## src/rtl/led_sweep_fsm.sv

```systemverilog
// Single lit LED walking across NLEDS outputs (bounce / wrap-left / wrap-right / hold).
// Optional build macro LED_SWEEP_TRAIL_EN adds a one-step trail LED.
module led_sweep_fsm #(
  parameter int NLEDS   = 8,
  parameter int CLK_DIV = 4,
  localparam int PW     = $clog2(NLEDS)
) (
  input  logic             i_clk,
  input  logic             i_rst_n,
  input  logic             i_enable,
  input  logic             i_display_enable,
  input  logic [1:0]       i_mode,
  output logic [NLEDS-1:0] o_led,
  output logic [PW-1:0]    o_pos,
  output logic             o_dir,
  output logic             o_step,
  output logic             o_wrap
);

  localparam int            CW       = (CLK_DIV > 1) ? $clog2(CLK_DIV) : 1;
  localparam logic [CW-1:0] DIV_LAST = CW'(CLK_DIV - 1);
  localparam logic [PW-1:0] POS_LAST = PW'(NLEDS - 1);

  typedef enum logic {S_UP = 1'b0, S_DOWN = 1'b1} dir_t;
  typedef enum logic [1:0] {M_BOUNCE = 2'd0, M_LEFT = 2'd1, M_RIGHT = 2'd2, M_HOLD = 2'd3} mode_t;

  mode_t         mode;
  dir_t          state;
  logic [CW-1:0] presc;
  logic          tick;
`ifdef LED_SWEEP_TRAIL_EN
  logic [PW-1:0] prev_pos;
`endif

  assign mode  = mode_t'(i_mode);
  assign tick  = i_enable && (mode != M_HOLD) && (presc == DIV_LAST);
  assign o_dir = state;

  always_ff @(posedge i_clk or negedge i_rst_n) begin
    if (!i_rst_n) begin
      presc  <= '0;
      state  <= S_UP;
      o_pos  <= '0;
      o_step <= 1'b0;
      o_wrap <= 1'b0;
`ifdef LED_SWEEP_TRAIL_EN
      prev_pos <= '0;
`endif
    end else begin
      o_step <= tick;
      o_wrap <= 1'b0;
      if (i_enable) begin
        if (mode == M_HOLD || tick) presc <= '0;
        else                        presc <= presc + 1'b1;
      end
      if (tick) begin
`ifdef LED_SWEEP_TRAIL_EN
        prev_pos <= o_pos;
`endif
        case (mode)
          M_BOUNCE: begin
            if (state == S_UP) begin
              if (o_pos == POS_LAST) begin
                o_pos  <= POS_LAST - 1'b1;
                state  <= S_DOWN;
                o_wrap <= 1'b1;
              end else begin
                o_pos <= o_pos + 1'b1;
              end
            end else begin
              if (o_pos == '0) begin
                o_pos  <= PW'(1);
                state  <= S_UP;
                o_wrap <= 1'b1;
              end else begin
                o_pos <= o_pos - 1'b1;
              end
            end
          end
          M_LEFT: begin
            state <= S_UP;
            if (o_pos == POS_LAST) begin
              o_pos  <= '0;
              o_wrap <= 1'b1;
            end else begin
              o_pos <= o_pos + 1'b1;
            end
          end
          M_RIGHT: begin
            state <= S_DOWN;
            if (o_pos == '0) begin
              o_pos  <= POS_LAST;
              o_wrap <= 1'b1;
            end else begin
              o_pos <= o_pos - 1'b1;
            end
          end
          M_HOLD: ;
        endcase
      end
    end
  end

  // Display gating is deliberately combinational so blanking takes effect the same cycle.
  always_comb begin
    o_led = '0;
    for (int unsigned i = 0; i < NLEDS; i++) begin
      o_led[i] = (o_pos == PW'(i));
`ifdef LED_SWEEP_TRAIL_EN
      if (prev_pos == PW'(i)) o_led[i] = 1'b1;
`endif
    end
    if (!i_display_enable) o_led = '0;
  end

endmodule

```

## config.mk

```make
export PLATFORM = sky130hd
export DESIGN_NAME = led_sweep_fsm
export DESIGN_NICKNAME = d
export VERILOG_FILES = /design/src/rtl/led_sweep_fsm.sv
export SDC_FILE = /design/constraint.sdc
export NUM_CORES = 1
export LEC_CHECK = 0
export ABC_AREA = 0
export BUFFER_PORTS_ARGS = -buffer_cell sky130_fd_sc_hd__buf_2
export CORE_MARGIN = 2
export CORE_UTILIZATION = 50
export DETAILED_ROUTE_END_ITERATION = 10
export MAX_ROUTING_LAYER = met4
export PLACE_DENSITY = 0.88
export SYNTH_ARGS = -nofsm -noshare
export SYNTH_HDL_FRONTEND = slang
export SYNTH_SLANG_ARGS = --single-unit
```

## constraint.sdc

```tcl
create_clock -name i_clk -period 2.15 [get_ports i_clk]
set_input_delay 0.1075 -clock i_clk [delete_from_list [all_inputs] [get_ports i_clk]]
set_output_delay 0.1075 -clock i_clk [all_outputs]
set_load 0.005 [all_outputs]
```

==> impl_metrics.json <==
{
  "area_of_the_multi_input_gates_um2": 469,
  "clock_buffer_count_from_cts": 3,
  "worst_slew_margin_rel_pct": 67.1,
  "post_drt_antenna_nets": 0,
  "avgViaCountPerCell": 5.85,
  "endpoint_kind": "register",
  "number_of_design_rule_violations_left_by_the_first_detailed_router_iteration": 28,
  "switching_fraction_pct": 46.3,
  "whs_endpoint": "presc[1]",
  "avgSynthCellArea_um2": 8.44,
  "timing.final.hold_violations": 0,
  "timing.final.ws_setup_ns": 0.257,
  "seqPwrFrac_pct": 27.5,
  "mostFrequentLayoutCells": "buf_2, ha_1, inv_1, nand2_1, dfrtp_1",
  "clkPwrFrac_pct": 12.0,
  "synth.yosys.seq_area_share_pct": 27.3,
  "max_clock_freq_mhz": 528,
  "1st_pass_router_iterations": 4,
  "min-delay-path-class": "input port to register",
  "synthesis.instances": 87,
  "grt_max_degree": 17,
  "dpl.hpwl_um": 1310,
  "run_status": "completed",
  "global_route.usage.total_pct": 22.3,
  "place.gp.congestion": 0.897,
  "reg2reg_setup_slack_ns": 0.26,
  "crit_path_max_fanout": 10,
  "timing.final.crit_share_pct": 88.1,
  "standby_leakage_power_nw": 0.475,
  "postSynthNetCount": 105,
  "dp_worst_setup_slack_ns": 0.329,
  "internal-power_w": 0.000522,
  "netlist_area_um2": 734,
  "cp.arrival_ns": 2.03,
  "boundaryPins": 20,
  "finish.net_count": 127,
  "final-seq-area_um2": 200,
  "tightest_slew_ns": 0.493,
  "rr_endpoint": "o_pos[2]",
  "drv.max_cap_violation_count": 0,
  "drc": 0,
  "ys_ff_latch": 8,
  "netlist-cell-type-count": 28,
  "clk_pin_slew_worst_paths_ns": 0.06,
  "number_of_sinks_handled_by_clock_tree_synthesis": 8,
  "die_w_um": 42.3,
  "yosys_warnings": 0,
  "grt.overflow.total": 0,
  "num-fill-cells": 118,
  "dieHeight_um": 42.3,
  "setup_viol_count_final": 0,
  "areaGrowthSynthToFinish_pct": 17.7,
  "crit_required_ns": 2.29,
  "cts_tree": "yes",
  "timing.critical_path.from_type": "register",
  "cellPowerDensity_mw_per_mm2": 1130,
  "critPathKind": "register to register",
  "num_vias": 714,
  "post_cts.resized_instances": 0,
  "starting_density_pct": 55.1,
  "grt_setup_unrepaired": "false",
  "post-synth-top-area-fraction_pct": 27.3,
  "first_pass_grt_wire_length_um": 3000,
  "r2r_start": "o_pos[0]",
  "finalClockSkew_ns": 0.00354,
  "final_antenna_diode_count": 0,
  "fin_tns_setup_ns": 0,
  "root_buffer_selected_by_cts": "clkbuf_4",
  "grt_pass1_vias": 688,
  "layout_commonest_cell": "buf_2",
  "routedWlPerCell_um": 14.6,
  "post_layout_minimum_cycle_time_ns": 1.89,
  "final_max_slew_viols": 0,
  "worst_skew_pair.late_latency_ns": 0.26,
  "min_path_cells": 2,
  "reg2regPathDepth": 6,
  "h_tree_lvls": 1,
  "synth_top_cell_by_area": "dfrtp_1",
  "design.die.area_mm2": 0.00179,
  "buffer_ports.inserted": 19,
  "worst_min_path_start": "i_enable",
  "grt_antenna_before_repair": 0,
  "pwr-share-comb_pct": 60.4,
  "post_route_cells_drive_above_1_share_pct": 26.2,
  "cell_types_occupying_the_most_area_after_synthesis": "dfrtp_1, ha_1, inv_1, o21ai_0, nand2_1",
  "site_row_count": 13,
  "power_switching_w": 0.000451,
  "core_region_area_mm2": 0.00133,
  "ir_drop_uv": 456,
  "drt_wl_total_um": 1790,
  "cts-root-to-sink-buffers": 2
}
==> routing by layer <==
layer | global-route usage [%] | routed length, µm | up-vias
li1 | - | - | 337
met2 | 39.1 | 907 | 39
met5 | - | 0 | -
met3 | 0.862 | 117 | 6
met1 | 24.5 | 707 | 332
met4 | 13.8 | 54 | 0
==> repair_timing <==
| action | 4_1_cts | 5_1_grt |
|---|---|---|
| hold buffers | 1 | 0 |
| endpoints found under the hold margin | 8 | 0 |
| setup buffers | 0 | 0 |
==> how the worst max path moves through the flow <==
stage	startpoint	endpoint	cells past startpoint	slack, ns
floorplan	o_pos[0]	o_pos[1]	7	0.52
global placement	o_pos[0]	o_pos[2]	6	0.36
detailed placement	o_pos[0]	o_pos[2]	6	0.33
CTS	o_pos[0]	o_pos[1]	6	0.29
global route	o_pos[0]	o_pos[2]	6	0.13
finish	o_pos[0]	o_pos[2]	6	0.26
==> critical path, cell delays in order (launching register included) <==
cell,delay (ns)
dfrtp_1,0.46
inv_1,0.15
ha_1,0.38
nor2_1,0.08
a2111oi_1,0.45
a2111o_1,0.20
a21oi_2,0.05
==> synthesized netlist by cell type, drive strengths merged <==
cell     count
a2111oi      1
nor2         4
a221oi       1
a22o         1
or2          1
a2bb2oi      1
dfrtp        8
buf          2
a21bo        1
nand3        3
a21oi        4
o311ai       1
nand2        8
clkbuf       2
and3         4
nor4         1
ha          12
o21ai        7
mux2         2
and2         4
mux2i        1
a31oi        2
nor2b        2
a2111o       1
nand2b       2
inv         11
==> stage by stage <==
stage	power [W]	utilization, %	instances	area, µm²	hold WS (ns)
2_1_floorplan	0.000648	-	87	734	-0.188
3_5_place_dp	0.000835	62.4	118	832	-0.0414
4_1_cts	0.000964	64.8	122	865	0.0844
3_3_place_gp	0.000799	62.4	118	832	-0.0441
6_report	0.000973	64.8	122	865	0.0858
5_1_grt	0.00105	64.8	122	865	0.116
==> sequential cells by signal (all words and copies together) (netlist names) <==
name,flops
o_pos,3
presc,2
o_dir,1
o_step,1
o_wrap,1
==> power by group through the flow <==
stage          registers (W)  clock network (W)  logic [W]
2_1_floorplan       0.000268                  0   0.000379
3_3_place_gp        0.000263                  0   0.000536
3_5_place_dp        0.000270                  0   0.000565
4_1_cts             0.000268           0.000118   0.000579
5_1_grt             0.000277           0.000125   0.000649
6_report            0.000268           0.000117   0.000588
==> final cells by class <==
cell class,count,share of cell area (%)
multi-input combinational,64,54.3
inverter,11,4.78
sequential,8,23.2
tap,15,2.17
clock buffer,3,2.60
timing repair buffer,21,13.0
==> cells by family after synthesis <==
logic type / Yosys count / synth area share (%)
AO/OA/AOI/OAI: 20 / 18.9
AND/OR/NAND/NOR: 29 / 20.1
buffers and inverters: 15 / 8.86
multiplexers: 3 / 4.43
adder cells (fa/ha/maj): 12 / 20.4
flip-flops: 8 / 27.3
No activity file was read; power rests on OpenSTA's default activity.
